## src/rtl/pmod_kpd_pkg.sv

```systemverilog
// Shared constants for the Pmod KYPD scanner: keypad geometry, the "no key" code
// and the row/column to hex-code key map.
package pmod_kpd_pkg;

  localparam int NUM_COLS = 4;
  localparam int NUM_ROWS = 4;
  localparam logic [3:0] NO_KEY = 4'hF;

  // Key map; row 0 is J7 (top), column 0 is J1 (left).
  function automatic logic [3:0] key_code(input logic [1:0] row, input logic [1:0] col);
    logic [3:0] code;
    case ({row, col})
      4'd0:    code = 4'h1;
      4'd1:    code = 4'h2;
      4'd2:    code = 4'h3;
      4'd3:    code = 4'hA;
      4'd4:    code = 4'h4;
      4'd5:    code = 4'h5;
      4'd6:    code = 4'h6;
      4'd7:    code = 4'hB;
      4'd8:    code = 4'h7;
      4'd9:    code = 4'h8;
      4'd10:   code = 4'h9;
      4'd11:   code = 4'hC;
      4'd12:   code = 4'h0;
      4'd13:   code = 4'hF;
      4'd14:   code = 4'hE;
      4'd15:   code = 4'hD;
      default: code = NO_KEY;
    endcase
    return code;
  endfunction

endpackage

```

## src/rtl/pmod_kpd_if.sv

```systemverilog
// Keypad-side lines of the Pmod KYPD plus the decoded key report.
// The scanner takes the slave view; the keypad/consumer side takes the master view.
interface pmod_kpd_if;
  logic       J1;
  logic       J2;
  logic       J3;
  logic       J4;
  logic       J7;
  logic       J8;
  logic       J9;
  logic       J10;
  logic [3:0] outnum;
  logic       pressed;

  modport slave (
    input  J7, J8, J9, J10,
    output J1, J2, J3, J4, outnum, pressed
  );

  modport master (
    output J7, J8, J9, J10,
    input  J1, J2, J3, J4, outnum, pressed
  );
endinterface

```

## src/rtl/pmod_kpd.sv

```systemverilog
// 4x4 keypad scanner: walks the active-low column drives J1..J4, samples the rows at
// the end of each column's settle window and reports the first hit of each frame.
module pmod_kpd
  import pmod_kpd_pkg::*;
#(
  parameter int SETTLE = 4
) (
  input  logic       slow_clk,
  input  logic       rst,
  pmod_kpd_if.slave  kpd
);

  localparam int CW = (SETTLE > 2) ? $clog2(SETTLE) : 1;
  localparam logic [CW-1:0] CNT_LAST = CW'(SETTLE - 1);

  logic [NUM_ROWS-1:0] row_s1_r;
  logic [NUM_ROWS-1:0] row_s2_r;
  logic [CW-1:0]       cnt_r;
  logic [1:0]          col_r;
  logic [NUM_COLS-1:0] col_drv_r;
  logic                hit_r;
  logic [3:0]          hit_code_r;
  logic                frame_end_r;
  logic                pressed_r;
  logic [3:0]          outnum_r;

  logic                last_s;
  logic [1:0]          col_nxt_s;
  logic                row_hit_s;
  logic [1:0]          row_idx_s;

  assign last_s    = (cnt_r == CNT_LAST);
  assign col_nxt_s = col_r + 2'd1;

  // Lowest closed row of the current column wins (J7 first).
  always_comb begin
    row_hit_s = 1'b0;
    row_idx_s = 2'd0;
    casez (row_s2_r)
      4'b???0: begin row_hit_s = 1'b1; row_idx_s = 2'd0; end
      4'b??01: begin row_hit_s = 1'b1; row_idx_s = 2'd1; end
      4'b?011: begin row_hit_s = 1'b1; row_idx_s = 2'd2; end
      4'b0111: begin row_hit_s = 1'b1; row_idx_s = 2'd3; end
      default: begin row_hit_s = 1'b0; row_idx_s = 2'd0; end
    endcase
  end

  // Two-flop row synchronizer; idle rows read high.
  always_ff @(posedge slow_clk or negedge rst) begin
    if (!rst) begin
      row_s1_r <= 4'hF;
      row_s2_r <= 4'hF;
    end else begin
      row_s1_r <= {kpd.J10, kpd.J9, kpd.J8, kpd.J7};
      row_s2_r <= row_s1_r;
    end
  end

  // Settle counter and column walk; the drive is registered from the next index.
  always_ff @(posedge slow_clk or negedge rst) begin
    if (!rst) begin
      cnt_r       <= '0;
      col_r       <= 2'd0;
      col_drv_r   <= 4'b1110;
      frame_end_r <= 1'b0;
    end else if (last_s) begin
      cnt_r       <= '0;
      col_r       <= col_nxt_s;
      col_drv_r   <= ~(4'b0001 << col_nxt_s);
      frame_end_r <= (col_r == 2'd3);
    end else begin
      cnt_r       <= cnt_r + CW'(1);
      frame_end_r <= 1'b0;
    end
  end

  // Frame accumulator: keep only the first hit, which is the earliest column scanned.
  always_ff @(posedge slow_clk or negedge rst) begin
    if (!rst) begin
      hit_r      <= 1'b0;
      hit_code_r <= NO_KEY;
    end else if (frame_end_r) begin
      hit_r      <= 1'b0;
      hit_code_r <= hit_code_r;
    end else if (last_s && row_hit_s && !hit_r) begin
      hit_r      <= 1'b1;
      hit_code_r <= key_code(row_idx_s, col_r);
    end else begin
      hit_r      <= hit_r;
      hit_code_r <= hit_code_r;
    end
  end

  // Report update at the frame boundary; outnum holds through frames without a key.
  always_ff @(posedge slow_clk or negedge rst) begin
    if (!rst) begin
      pressed_r <= 1'b0;
      outnum_r  <= NO_KEY;
    end else if (frame_end_r) begin
      pressed_r <= hit_r;
      outnum_r  <= hit_r ? hit_code_r : outnum_r;
    end else begin
      pressed_r <= pressed_r;
      outnum_r  <= outnum_r;
    end
  end

  assign kpd.J1      = col_drv_r[0];
  assign kpd.J2      = col_drv_r[1];
  assign kpd.J3      = col_drv_r[2];
  assign kpd.J4      = col_drv_r[3];
  assign kpd.pressed = pressed_r;
  assign kpd.outnum  = outnum_r;

endmodule

```

## src/flat_wrapper.sv

```systemverilog
// flat-port wrapper written by rule: the top's interface ports become plain ports
module pmod_kpd_flat import pmod_kpd_pkg::*;
#(
  parameter int SETTLE = 4
)
  (slow_clk, rst, kpd_J7, kpd_J8, kpd_J9, kpd_J10, kpd_J1, kpd_J2, kpd_J3, kpd_J4, kpd_outnum, kpd_pressed);
  pmod_kpd_if kpd_i ();
  input  logic slow_clk;
  input  logic rst;
  input wire logic [$bits(kpd_i.J7)-1:0] kpd_J7;
  input wire logic [$bits(kpd_i.J8)-1:0] kpd_J8;
  input wire logic [$bits(kpd_i.J9)-1:0] kpd_J9;
  input wire logic [$bits(kpd_i.J10)-1:0] kpd_J10;
  output wire logic [$bits(kpd_i.J1)-1:0] kpd_J1;
  output wire logic [$bits(kpd_i.J2)-1:0] kpd_J2;
  output wire logic [$bits(kpd_i.J3)-1:0] kpd_J3;
  output wire logic [$bits(kpd_i.J4)-1:0] kpd_J4;
  output wire logic [$bits(kpd_i.outnum)-1:0] kpd_outnum;
  output wire logic [$bits(kpd_i.pressed)-1:0] kpd_pressed;
  assign kpd_i.J7 = kpd_J7;
  assign kpd_i.J8 = kpd_J8;
  assign kpd_i.J9 = kpd_J9;
  assign kpd_i.J10 = kpd_J10;
  assign kpd_J1 = kpd_i.J1;
  assign kpd_J2 = kpd_i.J2;
  assign kpd_J3 = kpd_i.J3;
  assign kpd_J4 = kpd_i.J4;
  assign kpd_outnum = kpd_i.outnum;
  assign kpd_pressed = kpd_i.pressed;
  pmod_kpd #(.SETTLE(SETTLE)) u_core (.slow_clk(slow_clk), .rst(rst), .kpd(kpd_i));
endmodule
```

## config.mk

```make
export PLATFORM = sky130hd
export DESIGN_NAME = pmod_kpd_flat
export DESIGN_NICKNAME = d
export VERILOG_FILES = /design/src/rtl/pmod_kpd_pkg.sv /design/src/rtl/pmod_kpd_if.sv /design/src/rtl/pmod_kpd.sv /design/src/flat_wrapper.sv
export SDC_FILE = /design/constraint.sdc
export NUM_CORES = 1
export LEC_CHECK = 0
export CAP_MARGIN = 20
export CORE_MARGIN = 2
export CORE_UTILIZATION = 45
export CTS_BUF_LIST = sky130_fd_sc_hd__clkbuf_4 sky130_fd_sc_hd__clkbuf_8
export CTS_CLUSTER_DIAMETER = 50
export DETAILED_ROUTE_END_ITERATION = 12
export DONT_BUFFER_PORTS = 1
export GPL_TIMING_DRIVEN = 0
export SLEW_MARGIN = 20
export SYNTH_ARGS = -nofsm -noshare
export SYNTH_HDL_FRONTEND = slang
export SYNTH_SLANG_ARGS = --single-unit
export TNS_END_PERCENT = 10
```

## constraint.sdc

```tcl
create_clock -name slow_clk -period 2.5 [get_ports slow_clk]
set_input_delay 0.5 -clock slow_clk [delete_from_list [all_inputs] [get_ports slow_clk]]
set_output_delay 0.5 -clock slow_clk [all_outputs]
set_load 0.03 [all_outputs]
```

# After elaboration in Yosys (flattened, before gate mapping)
# Memories as Yosys holds them, arrays and structs flattened. A register that Yosys moved wholly into a read port is not among the register bits.
# Cells that the tools add are included.
dict set report word_totals {
  ff_bits 23
  mem_bits_ro 64
  input_bits 6
  out_inout_bits 9
  wordCells 35
  mem_count 1
}
dict set report op_classes {
  add_sub_neg 2
  n_eq_ne 5
  shift 1
  mux 6
  bitwise_logic 3
  reduce_logical 8
}
# name depth word_bits read_ports rd_clocked_by_memory_dff write_ports line
set mem_list {}
lappend mem_list {{(no name shown)} 16 4 1 1 0 pmod_kpd_pkg.sv:12} ;# case ({row, col})
# op n
set ops {}
lappend ops {{$pmux 2 s3} 1}
lappend ops {{$add 2x1->2 const B} 2}
lappend ops {{$eq 2x2->1 const B} 2}
lappend ops {{$eq 4x3->1 const B} 1}
lappend ops {{$mux 1} 4}
lappend ops {{$not 4->4} 1}
lappend ops {{$reduce_and 2->1} 2}
lappend ops {{$reduce_or 4->1} 1}
lappend ops {{$shl 1x2->4 const A} 1}
lappend ops {{$eq 3x2->1 const B} 1}
lappend ops {{$eq 2x1->1 const B} 1}
lappend ops {{$logic_and 1x1->1} 2}
lappend ops {{$logic_not 1->1} 2}
lappend ops {{$mux 2} 1}
lappend ops {{$not 1->1} 2}
lappend ops {{$reduce_bool 2->1} 1}

# Depth between registers and ports, before layout
# Gate-level depths: netlist of run 1.
dict set report logic_depth {
  ltp_word 7
  ltp_mapped 6
  mapped_depth_nobuf 6
}

# Least setup slack after synthesis of run 1
# OpenSTA, ideal clock, no wires.
dict set report synth_path {
  kind {register to register}
  from {register u_core.col_r[0]}
  to {register u_core.hit_code_r[2]}
  setup_time_ns 0.091
  arrival_time_ns 1.201
  required_time_ns 2.409
  slack_ns 1.209
  path_stages_with_launch 6
  path_buffers 0
  period_less_slack_ns 1.291
  path_cell_list {dfrtp_1 -> inv_1 -> ha_1 -> o21ai_0 -> a21oi_1 -> o31ai_1}
}
# item line
set synth_rtl {}
lappend synth_rtl {{start: declaration} pmod_kpd.sv:19} ;# logic [1:0] col_r;
lappend synth_rtl {{start signal: assignment} pmod_kpd.sv:68} ;# col_r <= col_nxt_s;
lappend synth_rtl {{end: declaration} pmod_kpd.sv:22} ;# logic [3:0] hit_code_r;

# Worst setup path in the final report of run 1
dict set report layout_path {
  from {register u_core.col_drv_r[3]}
  to {output port kpd_J4}
}
# item line
set layout_rtl {}
lappend layout_rtl {{start: declaration} pmod_kpd.sv:20} ;# logic [NUM_COLS-1:0] col_drv_r;
lappend layout_rtl {{start signal: assignment} pmod_kpd.sv:69} ;# col_drv_r <= ~(4'b0001 << col_nxt_s);
lappend layout_rtl {{end: declaration} flat_wrapper.sv:17} ;# output wire logic [$bits(kpd_i.J4)-1:0] kpd_J4;
# No word-level cell between the ends.

==> flow_summary.json, run 1 <==
{
  "grt_pass1_wl_um": 2420,
  "max_freq_ghz": 0.682,
  "cts.sinks": 27,
  "nets": 108,
  "p_leak_nw": 0.556,
  "synth_edf_count": 0,
  "cts_tree": "done",
  "synth_warnings": 0,
  "min_period_over_period_pct": 58.7,
  "synthCells": 88,
  "hp-start": "kpd_J8",
  "setup_tns_ps": 0,
  "synth_seq_cells": 27,
  "end_kind": "primary output",
  "synth.cell_area_mm2": 0.00112,
  "rows": 18,
  "ys.flop_type": "dfstp_2",
  "ant_nets": 0,
  "mostFrequentLayoutCell": "dfstp_2",
  "whs_ps": 159,
  "multi_input_area_um2": 375,
  "worstHoldPathCells": 0,
  "startpoint_type": "flop",
  "async_reset_ff_share_pct": 100,
  "syn_nets": 101,
  "min_path_type": "in2reg",
  "port_buffers": 0,
  "cts.repair.resized": 0,
  "finalCriticalPeriod_ps": 1470,
  "fillers": 223,
  "maxCapViolations": 0,
  "slew_violations": 0,
  "place_congestion": 0.715,
  "grt_pass1_vias": 565,
  "rsz0062_at_grt": "no",
  "wl_um": 1480,
  "viasPerCell": 4.93,
  "r2r_end": "u_core.hit_code_r[2]$_DFFE_PN1P_",
  "drtIter0Drc": 6,
  "routedWlPerCell_um": 11.9,
  "critPathMaxFanout": 2,
  "cts_buffer_depth": 2,
  "avgSynthCellArea_um2": 12.8,
  "core_mm2": 0.00243,
  "ff_latch_area_um2": 699,
  "instances_no_fill": 124,
  "clock_latency_ps": 320,
  "worst_ep_arrival_time_ps": 970,
  "ys_types": 23,
  "critPathKind": "reg2out",
  "clock-root-buffer": "clkbuf_4",
  "drive_gt1_share_pct": 36.2,
  "hold_violations": 0,
  "rr_startpoint": "u_core.col_r[0]$_DFFE_PN0N_",
  "skew_ps": 2.81,
  "io_pins": 15,
  "final_cell_mix": "19 x dfstp_2, 9 x inv_1, 8 x dfrtp_1",
  "place_inst": 118,
  "total_power_mw": 0.695,
  "status": "finished clean",
  "reg2reg_depth": 5,
  "firstDrtPassIters": 4,
  "cellPowerDensity_mw_per_mm2": 570,
  "htreeDepth": 1,
  "gr-usage-all-layers_pct": 12.0,
  "clk_pin_slew_ps": 130,
  "required_ps": 2000,
  "grt_max_degree": 28,
  "dp_hpwl_um": 1070,
  "die_w_um": 54.0,
  "vdd_drop_max_mv": 0.341,
  "hold_end": "u_core.row_s1_r[1]$_DFF_PN1_",
  "dieHeight_um": 54.0,
  "setup_viol": 0,
  "dieArea_mm2": 0.00292,
  "cts_buffers": 3,
  "antenna_found_initial": 0,
  "r2r_slack_ps": 1090,
  "max_slew_margin_pct": 80.3,
  "grt-ovfl-total": 0,
  "crit_start": "u_core.col_drv_r[3]$_DFFE_PN1N_",
  "worstMarginPinSlew_ps": 295,
  "drc": 0,
  "ys_seq_area_share_pct": 62.2,
  "start_util_pct": 46.2,
  "via_count": 611,
  "area_delta_synth_final_pct": 8.45,
  "num_antenna_cells": 0
}
cells in the mapped netlist (all sizes together), types with 2 or more instances:
library cell	instances	share of area [%]
a21oi	5	2.2
buf	2	1.4
dfrtp	8	18
dfstp	19	44
ha	7	7.8
inv	9	3.0
mux2	6	6.0
mux2i	3	2.7
nand2	7	2.3
nand3	2	1.3
nor2	4	1.3
o21ai	7	3.1
what timing repair did:
item | 4_1_cts | 5_1_grt
buffers inserted | 0 | 0
hold buffers | 2 | 0
endpoints found under the hold margin | 27 | 0
power by group:
part           switching, mW  total, mW  internal [mW]  leakage (nW)
registers             0.0194      0.485          0.465         0.302
clock network          0.120      0.180         0.0599        0.0177
logic                 0.0159     0.0306         0.0147         0.237
per-stage QoR:
stage / area, um2 / utilization, % / setup slack [ps]
after floorplan: 1120 / - / 1210
after global placement: 1160 / 47.8 / 1100
after detailed placement: 1160 / 47.8 / 1090
after CTS: 1220 / 50.2 / 1010
after global routing: 1220 / 50.2 / 958
final: 1220 / 50.2 / 1030
per-layer routing:
| metal | global-route usage [%] | vias to the layer above | part of all wire, % |
|---|---|---|---|
| li1 | - | 307 | - |
| met1 | 15.3 | 286 | 48 |
| met2 | 18.3 | 14 | 45 |
| met3 | 2.78 | 4 | 4.5 |
| met4 | 7.50 | 0 | 2.0 |
| met5 | 0 | - | 0 |
kinds of logic (layout without fill, tap and decap cells):
logic type,count (synthesis),in the layout,share of synthesized area [%]
flops,27,27,62.2
compound gates,18,18,9.46
simple gates,15,15,6.67
buf+inv,11,17,4.45
mux,9,9,8.68
fa+ha+maj,7,7,7.79
xor+xnor,1,1,0.779
sequential cells by signal, summed over array words and instances, names as in the netlist:
signal,flops
u_core.hit_code_r,4
u_core.frame_end_r,1
u_core.kpd.outnum,4
u_core.kpd.pressed,1
u_core.col_r,2
u_core.hit_r,1
u_core.col_drv_r,4
u_core.cnt_r,2
u_core.row_s1_r,4
u_core.row_s2_r,4
worst max-delay path by stage:
stage / endpoint / slack (ps) / cells after the start
2_1_floorplan: u_core.hit_code_r[2]$_DFFE_PN1P_ / 1210 / 5
3_3_place_gp: u_core.hit_code_r[2]$_DFFE_PN1P_ / 1100 / 5
3_5_place_dp: u_core.hit_code_r[2]$_DFFE_PN1P_ / 1090 / 5
4_1_cts: kpd_J4 / 1010 / 0
5_1_grt: u_core.hit_code_r[1]$_DFFE_PN1P_ / 960 / 6
6_report: kpd_J4 / 1030 / 0
layout make-up:
cell class	count	area share, %
clock inverter	1	0.410
timing repair buffer	2	2.46
multi-input combinational	50	30.8
clock buffer	3	1.85
inverter	9	2.77
tap	30	3.08
buffer	2	1.33
sequential	27	57.3
Power figures use the tool's default switching activity.
==> inputs of run 2 (changes only) <==
Clock period 2.5 ns to 1.2 ns, I/O delays scaled along.
==> run 2 against run 1 <==
  * The flow now finishes with violations (negative setup slack)
  * Routed wire length rose by 25%
  * Via count is 8.0% higher
  * Register-to-register slack lost 1100 ps
  * Hold slack better by 170 ps
  * Sequential power grew 110%
  * Global-route usage up 2.2 points
  * Die area unchanged
  * Final area increased by 12%
  * Setup slack lost 1100 ps
  * Flip-flop and latch count unchanged
  * First-iteration DRC count grew 33%
  * Combinational power increased to 2.8 times the previous value
  * Critical endpoint is now u_core.hit_code_r[1]$_DFFE_PN1P_
  * Largest power group unchanged
  * Highest routed layer unchanged
==> flow_summary.json, run 2 (same netlist as run 1, synthesis figures left out) <==
{
  "rr_startpoint": "u_core.col_r[0]$_DFFE_PN0N_",
  "rsz0062_at_grt": "yes",
  "port_buffers": 0,
  "io_pins": 15,
  "setup_slack_ps": -52.3,
  "grt_pass1_vias": 658,
  "grt_max_degree": 28,
  "cts_buffers": 3,
  "worstMarginPinSlew_ps": 311,
  "ant_nets": 0,
  "finalCriticalPeriod_ps": 1250,
  "htreeDepth": 1,
  "setup_viol": 10,
  "final_core_util_pct": 56.2,
  "start_util_pct": 46.2,
  "grt-ovfl-total": 0,
  "min_period_over_period_pct": 104,
  "dieHeight_um": 54.0,
  "core_mm2": 0.00243,
  "max_freq_ghz": 0.799,
  "dp_hpwl_um": 1150,
  "critPathKind": "reg2reg",
  "via_count": 660,
  "clk_pin_slew_ps": 140,
  "maxCapViolations": 0,
  "p_leak_nw": 0.601,
  "grt_pass1_wl_um": 2840,
  "final_cell_mix": "19 x dfstp_2, 7 x inv_1, 7 x dfrtp_1, 6 x mux2_2",
  "r2r_end": "u_core.hit_code_r[1]$_DFFE_PN1P_",
  "mostFrequentLayoutCell": "dfstp_2",
  "postPlaceCellArea_mm2": 0.00117,
  "reg2reg_depth": 6,
  "clock-root-buffer": "clkbuf_4",
  "cp_num_cells": 6,
  "crit_start": "u_core.col_r[0]$_DFFE_PN0N_",
  "worst_ep_arrival_time_ps": 1510,
  "rows": 18,
  "path_delay_family": "flip-flops",
  "routedWlPerCell_um": 13.8,
  "cellPowerDensity_mw_per_mm2": 1090,
  "drc": 0,
  "drtIter0Drc": 8,
  "startpoint_type": "flop",
  "place_congestion": 0.792,
  "max_stage_delay_ps": 450,
  "clock_latency_ps": 320,
  "cts_tree": "done",
  "r2r_slack_ps": -50,
  "cts.sinks": 27,
  "die_w_um": 54.0,
  "dp_slack_ps": -122,
  "hold_violations": 0,
  "gr-usage-all-layers_pct": 14.2,
  "final_cell_area_mm2": 0.00137,
  "skew_ps": 4.16,
  "violations": "negative setup slack",
  "antenna_found_initial": 0,
  "drive_gt1_share_pct": 46.6,
  "slew_violations": 0,
  "path_buf_inv": 1,
  "wl_um": 1840,
  "dieArea_mm2": 0.00292,
  "vdd_drop_max_mv": 0.644,
  "end_kind": "flop",
  "viasPerCell": 4.96,
  "firstDrtPassIters": 4,
  "num_antenna_cells": 0,
  "required_ps": 1460,
  "critPathMaxFanout": 4,
  "max_slew_margin_pct": 79.2,
  "cpMaxStageDelayCell": "dfrtp_2",
  "cp_cell_sequence": "inv_4 -> ha_4 -> nand2_2 -> o221ai_2 -> a21oi_1 -> o21ai_1",
  "nets": 117,
  "min_path_type": "in2async",
  "status": "finished, violations left",
  "endpoint": "u_core.hit_code_r[1]$_DFFE_PN1P_",
  "area_delta_synth_final_pct": 21.6,
  "cts_buffer_depth": 2
}
[run 2: cell count changes in the layout (fill, tap and decap cells not counted), sizes merged]
cell,delta
dlygate4sd3,+4
buf,+5
[run 2: cell type report]
type,instances,area [um2]
fill,202,1060
buffer,2,26.3
tap,30,37.5
clock inverter,1,5.00
timing repair buffer,11,108
clock buffer,3,22.5
sequential,27,701
inverter,9,36.3
multi-input combinational,50,432
[run 2: worst min-delay path by stage]
stage / startpoint / end / slack (ps) / depth (start not counted)
after global routing: rst / u_core.frame_end_r$_DFF_PN0_ / 320 / 2
final: rst / u_core.frame_end_r$_DFF_PN0_ / 330 / 2
after CTS: rst / u_core.frame_end_r$_DFF_PN0_ / 320 / 2
after detailed placement: rst / u_core.kpd.pressed$_DFFE_PN0P_ / -50 / 0
after floorplan: rst / u_core.cnt_r[0]$_DFF_PN0_ / -60 / 0
after global placement: rst / u_core.col_r[1]$_DFFE_PN0N_ / -50 / 0
[run 2: repair_timing]
action,in CTS,in global routing
hold buffers,6,0
buffers inserted,2,3
gates resized for setup,8,8
endpoints found under the hold margin,31,0
pin swaps,2,8
setup endpoints to repair,12,13
[run 2: through the flow]
stage          TNS (ps)  total power [mW]  hold WS, ps  cells
2_1_floorplan     -1.90              1.05        -55.6     88
3_3_place_gp       -268              1.06        -54.6    118
3_5_place_dp       -322              1.07        -54.8    118
4_1_cts            -304              1.50          321    130
5_1_grt            -836              1.56          321    133
6_report           -144              1.49          332    133
[run 2: routing by layer]
metal	global-route usage [%]	wire length [um]	share of wire (%)
met4	8.75	20	1.1
met1	16.7	789	43
met3	2.78	58	3.2
met5	0	0	0
met2	23.6	972	53
[run 2: where the power goes]
part	internal, mW	total, mW	switching [mW]
Combinational	0.0459	0.0854	0.0395
Sequential	0.970	1.02	0.0458
Clock	0.125	0.384	0.259
Total	1.14	1.49	0.344
==> RTL change (config.mk and constraints of run 2) <==
Make the reset (`rst`) synchronous in 4 clocked blocks.
--- a/src/rtl/pmod_kpd.sv
+++ b/src/rtl/pmod_kpd.sv
@@ -46,7 +46,7 @@
   end
 
   // Two-flop row synchronizer; idle rows read high.
-  always_ff @(posedge slow_clk or negedge rst) begin
+  always_ff @(posedge slow_clk) begin
     if (!rst) begin
       row_s1_r <= 4'hF;
       row_s2_r <= 4'hF;
@@ -57,7 +57,7 @@
   end
 
   // Settle counter and column walk; the drive is registered from the next index.
-  always_ff @(posedge slow_clk or negedge rst) begin
+  always_ff @(posedge slow_clk) begin
     if (!rst) begin
       cnt_r       <= '0;
       col_r       <= 2'd0;
@@ -75,7 +75,7 @@
   end
 
   // Frame accumulator: keep only the first hit, which is the earliest column scanned.
-  always_ff @(posedge slow_clk or negedge rst) begin
+  always_ff @(posedge slow_clk) begin
     if (!rst) begin
       hit_r      <= 1'b0;
       hit_code_r <= NO_KEY;
@@ -92,7 +92,7 @@
   end
 
   // Report update at the frame boundary; outnum holds through frames without a key.
-  always_ff @(posedge slow_clk or negedge rst) begin
+  always_ff @(posedge slow_clk) begin
     if (!rst) begin
       pressed_r <= 1'b0;
       outnum_r  <= NO_KEY;
Formal check against the unedited RTL: differs if rst is asserted again (counterexample within 10 cycles, from zero or initial values and one cycle with rst low); with rst held inactive, the same outputs for 10 cycles.
==> RTL change against run 2 <==
- worst setup slack improved by 0.12 ns
- cell count rose by 12%
- clock power rose by 3%
- sequential power fell by 5%
- cell area fell by 7.6%
- routed wire length fell by 3.5%
- largest power group unchanged
- critical path depth fell by 2
- combinational power rose by 89%
- sequential cell count did not move
- area after synthesis fell by 3.4%
- power rose by 2.4%
- clock skew rose by 0.00073 ns
==> RTL change: results (changes against run 2) <==
The net count reported at finish is 135 (was 117). The total number of vias came out at 761 (was 660). Cell types occupying the most area after synthesis: sky130_fd_sc_hd__dfxtp_1 50%, sky130_fd_sc_hd__ha_1 8.1%, sky130_fd_sc_hd__nand2b_1 6.3%, sky130_fd_sc_hd__nand2_1 5.9%, sky130_fd_sc_hd__nand3_1 3.7% (was sky130_fd_sc_hd__dfstp_2 44%, sky130_fd_sc_hd__dfrtp_1 18%, sky130_fd_sc_hd__ha_1 7.8%, sky130_fd_sc_hd__mux2_2 6.0%, sky130_fd_sc_hd__o21ai_0 3.1%). The largest fanout of any net on the critical path came out at 10 (was 4).

The maximum vdd drop came out at 1.004 mV (was 0.6441 mV). The global routing usage summed across all routing layers is 15.31% (was 14.15%). The proportion of synthesized flip-flops having asynchronous set or reset is 0% (was 100.0%). The number of cells on the worst reg-to-reg path came to 4 (was 6). The detailed placer's ending HPWL is 1211 um (was 1145 um).

The sequential area share after synthesis came to 49.77% (was 62.18%). The fraction of layout cells with a size suffix above 1 came out at 22.31% (was 46.60%). The static leakage is 0.0005473 uW (was 0.0006013 uW). The largest net degree at the start of global routing was 15 (was 28). The end point of the critical path was u_core.col_drv_r[0] (was u_core.hit_code_r[1]). The worst slack after detailed placement is -0.09650 ns (was -0.1220 ns). The non-filler instance count after layout came out at 149 (was 133).

The first-pass GRT wire length was 3063 um (was 2835 um). The number of distinct standard cells referenced by the synthesized netlist is 31 (was 23). The number of nets in the synthesized netlist is 125 (was 101). The last weighted congestion value of the routability-driven placer is 0.7131 (was 0.7923). The number of global-route vias before repair came to 710 (was 658). The prevailing post-synth register cell is sky130_fd_sc_hd__dfxtp_1 (was sky130_fd_sc_hd__dfstp_2). The final period demand of the worst path is 1.132 ns (was 1.252 ns). The transition time of the tightest slew-check pin came out at 0.4101 ns (was 0.3113 ns). The minimum setup slack among reg-to-reg paths is 0.07 ns (was -0.05 ns).

The clock skew after layout came to 0.004896 ns (was 0.004162 ns). The worst endpoint data arrival time is 1.36 ns (was 1.51 ns). Outcome: complete, no violations (was finished with violations). The average wire per cell in the routed design came out at 11.92 um (was 13.83 um).
RTL change: cell count changes in the layout (fill, tap and decap cells not counted), sizes merged, moves of 7 or more:
cell,run 2,this run
dfstp,19,0
nand2,7,17
dfrtp,8,0
nand3,2,9
nand2b,0,12
dfxtp,0,27
RTL change: timing repair:
| action | CTS | global route |
|---|---|---|
| buffers inserted | 2 | 0 |
| gates resized for setup | 8 | 13 |
| pin swaps | 1 | 1 |
| hold endpoints to repair | 0 | 3 |
| endpoints found under the setup margin | 4 | 9 |
| hold buffers | 0 | 3 |
| cloned | 0 | 0 |
RTL change: how the worst min path moves through the flow:
| stage | to | slack, ns |
|---|---|---|
| 4_1_cts | u_core.row_s1_r[1] | 0.001 |
| 6_report | u_core.row_s1_r[1] | 0.01 |
| 5_1_grt | u_core.row_s1_r[1] | 0.01 |
| 3_3_place_gp | u_core.row_s1_r[0] | 0.34 |
| 3_5_place_dp | u_core.row_s1_r[1] | 0.35 |
| 2_1_floorplan | u_core.row_s1_r[0] | 0.34 |
RTL change: final cells by class:
| class | instances | area (um2) |
|---|---|---|
| inverter | 4 | 20.02 |
| clock buffer | 4 | 30.03 |
| multi-input combinational | 76 | 546.8 |
| fill | 219 | 991.0 |
| sequential | 27 | 554.3 |
| timing repair buffer | 5 | 45.04 |
| buffer | 5 | 32.53 |
| tap | 28 | 35.03 |
RTL change: logic make-up (layout without fill, tap and decap cells):
kind of cell / count (synthesis) / after routing / synth area share [%]
buffers and inverters: 9 / 18 / 3.570
AND/OR/NAND/NOR: 47 / 47 / 23.39
XOR/XNOR: 2 / 2 / 1.613
AO/OA/AOI/OAI: 18 / 18 / 11.75
adder cells (fa/ha/maj): 7 / 7 / 8.064
multiplexers: 2 / 2 / 1.843
flip-flops: 27 / 27 / 49.77
RTL change: power by group through the flow:
stage / Clock (uW) / Combinational (uW) / Sequential, uW
global placement: 0 / 123 / 987
global route: 471 / 184 / 970
CTS: 420 / 145 / 963
finish: 397 / 161 / 964
detailed placement: 0 / 127 / 988
floorplan: 0 / 104 / 982
RTL change: layer usage:
metal	up-vias	part of all wire [%]	GRT usage [%]
met2	15	47	27.08
met4	0	1.5	5.128
met3	5	4.8	5.085
met5	-	0	0
met1	347	47	17.04
li1	394	-	-
RTL change: critical path: stages, from the launching register on:
cell	delay (ns)
sky130_fd_sc_hd__dfxtp_2	0.34
sky130_fd_sc_hd__ha_1	0.18
sky130_fd_sc_hd__buf_4	0.16
sky130_fd_sc_hd__buf_6	0.14
sky130_fd_sc_hd__o211a_1	0.21
RTL change: metrics by stage:
step           hold slack [ns]  power (uW)  area, um2
5_1_grt                0.01139        1625       1264
6_report               0.01221        1521       1264
4_1_cts               0.001279        1528       1197
3_5_place_dp            0.3453        1115       1124
3_3_place_gp            0.3420        1111       1124
2_1_floorplan           0.3415        1086       1089
